**src/rtl/switch_led_pkg.sv**
```systemverilog
// Shared types and helpers for the front-panel switch/LED controller.
// Holds the mode encoding, the mode-advance rule and the synchroniser depth.
package switch_led_pkg;

  typedef enum logic [1:0] {
    MODE_DIRECT = 2'd0,
    MODE_TOGGLE = 2'd1,
    MODE_COUNT  = 2'd2
  } mode_e;

  localparam int SYNC_STAGES = 2;

  // Advances one step per button press. The unused encoding falls back to DIRECT.
  function automatic mode_e mode_next(mode_e cur);
    case (cur)
      MODE_DIRECT: mode_next = MODE_TOGGLE;
      MODE_TOGGLE: mode_next = MODE_COUNT;
      default:     mode_next = MODE_DIRECT;
    endcase
  endfunction

endpackage

```
**src/rtl/sw_debounce.sv**
```systemverilog
// One input channel: a 2-flop synchroniser followed by a debounce counter.
// The stable output is active high and changes only after a full stable window.
module sw_debounce
  import switch_led_pkg::*;
#(
  parameter int DEBOUNCE_CYCLES = 12000
) (
  input  logic clk,
  input  logic rst_n,
  input  logic pin_n,
  output logic stable
);

  localparam int CNT_W = (DEBOUNCE_CYCLES > 1) ? $clog2(DEBOUNCE_CYCLES) : 1;
  localparam logic [CNT_W-1:0] CNT_LAST = CNT_W'(DEBOUNCE_CYCLES - 1);

  logic [SYNC_STAGES-1:0] sync_q, sync_d;
  logic [CNT_W-1:0]       cnt_q, cnt_d;
  logic                   stable_q, stable_d;
  logic                   level;

  always_comb begin
    sync_d   = {sync_q[SYNC_STAGES-2:0], pin_n};
    level    = ~sync_q[SYNC_STAGES-1];
    stable_d = stable_q;
    cnt_d    = '0;
    // Any sample that agrees with the accepted level restarts the window.
    if (level != stable_q) begin
      if (cnt_q == CNT_LAST) begin
        stable_d = level;
      end else begin
        cnt_d = cnt_q + CNT_W'(1);
      end
    end
  end

  // NOTE: synchroniser flops reset to 1 because the pins idle high (released);
  // resetting them to 0 would look like a press entering the debouncer.
  always_ff @(posedge clk or negedge rst_n) begin
    if (!rst_n) begin
      sync_q   <= '1;
      cnt_q    <= '0;
      stable_q <= 1'b0;
    end else begin
      sync_q   <= sync_d;
      cnt_q    <= cnt_d;
      stable_q <= stable_d;
    end
  end

  assign stable = stable_q;

endmodule

```
**src/rtl/switch_led_ctrl.sv**
```systemverilog
// Front-panel controller: debounced switches drive LEDs directly, as toggles
// or as a press counter, selected by a debounced mode button.
module switch_led_ctrl
  import switch_led_pkg::*;
#(
  parameter int                NUM_SW          = 4,
  parameter int                DEBOUNCE_CYCLES = 12000,
  parameter logic [NUM_SW-1:0] LED_INVERT      = '0
) (
  input  logic              clk,
  input  logic              rst_n,
  input  logic [NUM_SW-1:0] switch_n,
  input  logic              mode_btn_n,
  output logic [NUM_SW-1:0] led,
  output logic [1:0]        mode,
  output logic [NUM_SW-1:0] pressed
);

  logic [NUM_SW:0]   pins_n;
  logic [NUM_SW:0]   stable;
  logic [NUM_SW-1:0] pressed_q, pressed_d;
  logic              mode_btn_q, mode_btn_d;
  logic [NUM_SW-1:0] rise;
  logic              mode_rise;
  mode_e             mode_q, mode_d;
  logic [NUM_SW-1:0] latch_q, latch_d;
  logic [NUM_SW-1:0] count_q, count_d;
  logic [NUM_SW-1:0] led_q, led_d;
  logic [NUM_SW-1:0] led_logic;

  assign pins_n = {mode_btn_n, switch_n};

  for (genvar gi = 0; gi <= NUM_SW; gi++) begin : g_ch
    sw_debounce #(
      .DEBOUNCE_CYCLES(DEBOUNCE_CYCLES)
    ) u_db (
      .clk   (clk),
      .rst_n (rst_n),
      .pin_n (pins_n[gi]),
      .stable(stable[gi])
    );
  end

  assign pressed   = stable[NUM_SW-1:0];
  assign pressed_d = pressed;
  assign mode_btn_d = stable[NUM_SW];
  assign rise      = pressed & ~pressed_q;
  assign mode_rise = stable[NUM_SW] & ~mode_btn_q;

  // Mode FSM: next state.
  always_comb begin
    case (mode_q)
      MODE_DIRECT, MODE_TOGGLE, MODE_COUNT:
        mode_d = mode_rise ? mode_next(mode_q) : mode_q;
      default:
        mode_d = MODE_DIRECT;
    endcase
  end

  // Mode FSM: outputs.
  always_comb begin
    mode = mode_q;
  end

  // A mode change wins over switch edges arriving in the same cycle.
  always_comb begin
    latch_d = latch_q;
    count_d = count_q;
    if (mode_rise) begin
      if (mode_d == MODE_TOGGLE) latch_d = '0;
      if (mode_d == MODE_COUNT)  count_d = '0;
    end else begin
      case (mode_q)
        MODE_TOGGLE: latch_d = latch_q ^ rise;
        MODE_COUNT:  if (|rise) count_d = count_q + NUM_SW'(1);
        default: ;
      endcase
    end
  end

  // Next-state values feed the LED register so an edge shows one cycle later.
  always_comb begin
    case (mode_d)
      MODE_DIRECT: led_logic = pressed;
      MODE_TOGGLE: led_logic = latch_d;
      MODE_COUNT:  led_logic = count_d;
      default:     led_logic = '0;
    endcase
    led_d = led_logic ^ LED_INVERT;
  end

  // NOTE: every state flop uses non-blocking assignment so all registers
  // update from the same pre-edge values regardless of statement order.
  always_ff @(posedge clk or negedge rst_n) begin
    if (!rst_n) begin
      pressed_q  <= '0;
      mode_btn_q <= 1'b0;
      mode_q     <= MODE_DIRECT;
      latch_q    <= '0;
      count_q    <= '0;
      led_q      <= LED_INVERT;
    end else begin
      pressed_q  <= pressed_d;
      mode_btn_q <= mode_btn_d;
      mode_q     <= mode_d;
      latch_q    <= latch_d;
      count_q    <= count_d;
      led_q      <= led_d;
    end
  end

  assign led = led_q;

endmodule

```
**config.mk**
```make
export PLATFORM = sky130hd
export DESIGN_NAME = switch_led_ctrl
export DESIGN_NICKNAME = d
export VERILOG_FILES = /design/src/rtl/switch_led_pkg.sv /design/src/rtl/sw_debounce.sv /design/src/rtl/switch_led_ctrl.sv
export SDC_FILE = /design/constraint.sdc
export NUM_CORES = 1
export LEC_CHECK = 0
export ABC_AREA = 1
export BUFFER_PORTS_ARGS = -buffer_cell sky130_fd_sc_hd__clkbuf_2
export CAP_MARGIN = 10
export CELL_PAD_IN_SITES_DETAIL_PLACEMENT = 0
export CELL_PAD_IN_SITES_GLOBAL_PLACEMENT = 1
export CORE_MARGIN = 2
export CORE_UTILIZATION = 47
export DETAILED_ROUTE_END_ITERATION = 16
export PLACE_DENSITY_LB_ADDON = 0.08
export SYNTH_ARGS = -nofsm -noshare
export SYNTH_HDL_FRONTEND = slang
export SYNTH_SLANG_ARGS = --single-unit
```
**constraint.sdc**
```tcl
create_clock -name clk -period 1.7 [get_ports clk]
set_input_delay 0.17 -clock clk [delete_from_list [all_inputs] [get_ports clk]]
set_output_delay 0.17 -clock clk [all_outputs]
set_load 0.02 [all_outputs]
```
---- After elaboration in Yosys (flattened, before gate mapping) ----
Index checks and enable logic that the tools add are counted.
word-level totals
  output and inout port bits .............. 10
  input bits .............................. 7
  register bits after elaboration ......... 104
cells by class
  bitwise logic cells ..................... 10
  equality and inequality tests ........... 14
  muxes and demuxes ....................... 21
  $add $sub $neg .......................... 6
  reduce and logical (&&, ||, !) cells .... 9
operators by type and width
  cell                   count
  $mux 14                10
  $add 14x1->14 const B  5
  $eq 14x14->1 const B   5
  $mux 4                 7
  $pmux 4 s3             1
  $reduce_and 2->1       5
  $not 1->1              6
  $ne 1x1->1             5
  $add 4x1->4 const B    1
  $and 4x4->4            1
  $eq 2x1->1 const B     2
  $eq 2x2->1 const B     2
  $logic_not 2->1        2
  $mux 2                 2
  $not 4->4              1
  $pmux 2 s2             1
  $reduce_or 4->1        1
  $xor 4x4->4            1
  $reduce_or 3->1        1
  $and 1x1->1            1

---- Logic depth before layout (Yosys ltp) ----
  depth after elaboration ................. 8
  gate-level depth with buffers ........... 9

---- Hierarchy ----
Synthesis repeated with hierarchy kept, for this count alone.
unflattened totals
  cell total of the unflattened synthesis .. 617
  area, all modules ....................... 5,347.6 µm²
by module, submodules not included
  module                          sequential area each (µm²)  times used  area an instance (µm²)  cells an instance
  sw_debounce (g_ch[0].u_db ...)  427.9                       4           869.6                   100
  switch_led_ctrl                 475.5                       1           962.2                   114
  sw_debounce (g_ch[2].u_db)      427.9                       1           907.1                   103

---- Worst setup path after synthesis ----
No wires, ideal clock.
  path kind ............................... register -> register
  from .................................... register g_ch[4].u_db.cnt_q[0]
  to ...................................... register g_ch[4].u_db.cnt_q[6]
  cell stages (with the launch flop) ...... 7
  path buffers ............................ 0
  slack ................................... 0.316 ns
  arrival time ............................ 1.262 ns
  cells stage by stage .................... dfrtp_1 ha_1 nand3_1 nor2_1 nand4_1 nand2_2 nor2_1
between the ends
  longest elaborated chain between the ends .. 3
  elaborated cells on any way between the ends .. 4
  classes of those cells .................. add/sub: 1; eq/ne: 1; mux: 2
ends and longest elaborated chain
  item                                           line                                  source
  start: declaration                             sw_debounce.sv:18                     logic [CNT_W-1:0] cnt_q, cnt_d;
  start signal: assignment                       sw_debounce.sv:46                     cnt_q <= cnt_d;
  $add 14x1->14 or $eq 14x14->1 (tied branches)  sw_debounce.sv:32, sw_debounce.sv:29
  $mux 14 (*)                                    sw_debounce.sv:29                     if (cnt_q == CNT_LAST) begin
  $mux 14 (*)                                    sw_debounce.sv:28                     if (level != stable_q) begin
  named net g_ch[4].u_db.cnt_d[6]                sw_debounce.sv:18
The timed path passes the listed nets; every way through them passes the cells marked *.
A chain may end at the register's enable or synchronous reset.

---- Worst setup path after layout ----
  from .................................... register g_ch[4].u_db.cnt_q[1]
  to ...................................... register g_ch[4].u_db.cnt_q[6]
The elaborated chain is that of the path after synthesis.

==> flow_metrics.py <==
metrics = {
    "run_status": {
        "outcome": "finished clean",
    },
    "min_path": {
        "hold_class": "in2async",
    },
    "global_routing": {
        "grt_first_pass_wirelength_um": 18200,
        "grt_pass1_vias": 3957,
        "globalRouteTotalUtil_pct": 19.4,
        "antenna_found_initial": 0,
        "grt_overflow": 0,
        "grt_max_degree": 34,
    },
    "floorplanning": {
        "coreArea_um2": 10900,
        "start_util_pct": 48.4,
        "die_w_um": 110,
        "pin_count": 17,
        "fp.dieH_um": 110,
        "die_area_um2": 12100,
        "rows": 38,
    },
    "sta": {
        "hold_violations": 0,
        "fin_ws_ps": 162,
        "tns_ps": 0,
        "timing.fmax_ghz": 0.650,
        "fin_crit_sh_pct": 90.5,
        "slew_headroom_pct": 70.7,
        "period_needed_ps": 1540,
        "clock_skew_ps": 10.9,
        "report.final.slew_viol_count": 0,
        "rsz0062_at_grt": "false",
        "worst_pin_slew_ps": 439,
        "setup_viol": 0,
    },
    "routing": {
        "routedWlPerCell_um": 12.6,
        "dr_total_vias": 4146,
        "routed_wl_um": 10500,
        "drt-pass1-iter-count": 4,
        "ant_nets": 0,
        "avgViaCountPerCell": 5.01,
        "drt_iter0_drc": 175,
        "drc": 0,
    },
    "setup_path": {
        "regToRegStartpoint": "g_ch[4].u_db.cnt_q[1]$_DFF_PN0_",
        "arrival_ps": 1810,
        "critPathKind": "reg2reg",
        "crit_path_max_fanout": 7,
        "worst_setup_path_start_kind": "flop",
        "startpoint": "g_ch[4].u_db.cnt_q[1]$_DFF_PN0_",
        "cp-end-kind": "flop",
        "cp.required_ps": 1970,
    },
    "pwr": {
        "peakVddDrop_mv": 0.633,
        "leakage_nw": 2.59,
        "p_per_area_nw_per_um2": 742,
    },
    "logic_synthesis": {
        "synthTopCellsByArea": "dfrtp_1, nand2_1, nor2_1",
        "synth_edf_count": 0,
        "synthFlopType": "dfrtp_1",
        "synthTopCellsByCount": "nand2_1, dfrtp_1, nor2_1",
        "synthCells": 649,
        "yosysMostFrequentCell": "nand2_1",
        "synth_top_area_cell": "dfrtp_1",
        "ys_seq_elements": 104,
        "syn_area_um2": 5280,
        "yosys_warnings": 0,
        "synth_nets": 662,
        "yosysSeqAreaShare_pct": 49.6,
        "syn_avg_cell_area_um2": 8.13,
        "synthArstFlopShare_pct": 100,
        "synthDistinctLibCells": 36,
        "yosysTopAreaCellShare_pct": 44.6,
    },
    "cts": {
        "clockBufferDepth": 2,
        "cts_max_level": 3,
        "clk_latency_ps": 380,
        "cts_tree": "built",
        "clk_pin_slew_ps": 100,
        "numCtsBuffers": 9,
        "clock-sinks": 104,
        "cts_root_buffer": "clkbuf_8",
    },
    "layout": {
        "drive_gt1_share_pct": 12.8,
        "syn2layout_area_growth_pct": 10.6,
        "final_nets": 696,
        "num_antenna_cells": 0,
    },
    "place": {
        "port_buffers": 16,
        "place_ws_ps": 160,
        "dp_hpwl_um": 7840,
        "place.gp.congestion": 0.859,
    },
    "job": {
        "maxCapViolCount": 0,
    },
}
==> layout make-up <==
cell class	instances	area [µm²]
inverters	92	348
clock buffers	9	124
clock inverters	7	77.6
fillers	1048	5060
flip-flops and latches	104	2620
repair buffers	27	205
well taps	140	175
multi-input cells	449	2290
==> through the flow <==
step	instance area [µm²]	hold WS [ps]	total power, mW	utilization, %	instances
3_5_place_dp	5570	145	2.78	51.1	806
4_1_cts	5830	259	4.41	53.5	828
5_1_grt	5830	274	4.55	53.6	828
6_report	5830	268	4.33	53.6	828
2_1_floorplan	5280	-126	2.68	-	649
3_3_place_gp	5570	139	2.77	51.1	806
==> worst max-delay path, stage by stage, from the launching register on <==
cell	delay (ps)
dfrtp_1	360
ha_1	180
nand3_1	100
nor2_1	170
nand4_1	280
nand2_2	260
nor2_1	70
==> power by group <==
part	switching [mW]	leakage [nW]	internal, mW
clock	0.894	0.101	0.696
combinational	0.118	1.09	0.0658
sequential	0.0309	1.41	2.52
total	1.04	2.59	3.28
==> routing by layer <==
layer,wire (µm),part of all wire (%),track usage (%),vias to the layer above
met3,350,3.3,5.99,5
met4,89,0.85,4.16,0
met5,0,0,0,-
li1,-,-,-,2148
met1,5330,51,26.3,1947
met2,4700,45,30.7,46
==> cells by family (layout without fill, tap and decap cells) <==
logic type / Yosys count / count (layout) / share of synthesized area [%]
simple gates: 373 / 373 / 33.0
flops: 104 / 104 / 49.6
buf+inv: 96 / 135 / 7.16
compound gates: 47 / 47 / 4.98
xor+xnor: 23 / 23 / 3.82
fa+ha+maj: 6 / 6 / 1.42
==> sequential cells by signal, indices dropped and copies added, names as in the netlist <==
name / flops
g_ch.u_db.stable: 5
led: 4
latch_q: 4
mode: 2
mode_btn_q: 1
pressed_q: 4
count_q: 4
g_ch.u_db.cnt_q: 70
g_ch.u_db.sync_q: 10
==> repair_timing <==
| item | CTS | global route |
|---|---|---|
| endpoints found under the setup margin | 0 | 8 |
| gates resized for setup | 0 | 2 |
| endpoints found under the hold margin | 32 | 0 |
| buffers inserted | 0 | 0 |
| hold buffers | 6 | 0 |
==> path summary, 6_finish.rpt <==
kind / depth (start not counted) / endpoint / slack (ps)
setup / recovery: 6 / g_ch[4].u_db.cnt_q[6]$_DFF_PN0_ / 160
hold / removal: 2 / g_ch[4].u_db.cnt_q[13]$_DFF_PN0_ / 270
setup reg to reg: 6 / g_ch[4].u_db.cnt_q[6]$_DFF_PN0_ / 160
hold reg to reg: 0 / g_ch[2].u_db.sync_q[1]$_DFF_PN1_ / 350
max in group asynchronous: 3 / g_ch[1].u_db.sync_q[0]$_DFF_PN1_ / 840
min in group clk: 0 / g_ch[2].u_db.sync_q[1]$_DFF_PN1_ / 350
==> layout by cell type, fill, tap and decap left out, types with 14 or more instances in the layout <==
master    synthesis  layout
nand2_1         136     135
dfrtp_1          94      94
nor2_1           92      92
inv_1            83      83
nand3_1          53      53
nor3_1           34      34
a21oi_1          23      23
nand4_1          20      20
clkbuf_2          0      15
xnor2_1          14      14
No activity file was read; power rests on OpenSTA's default activity.
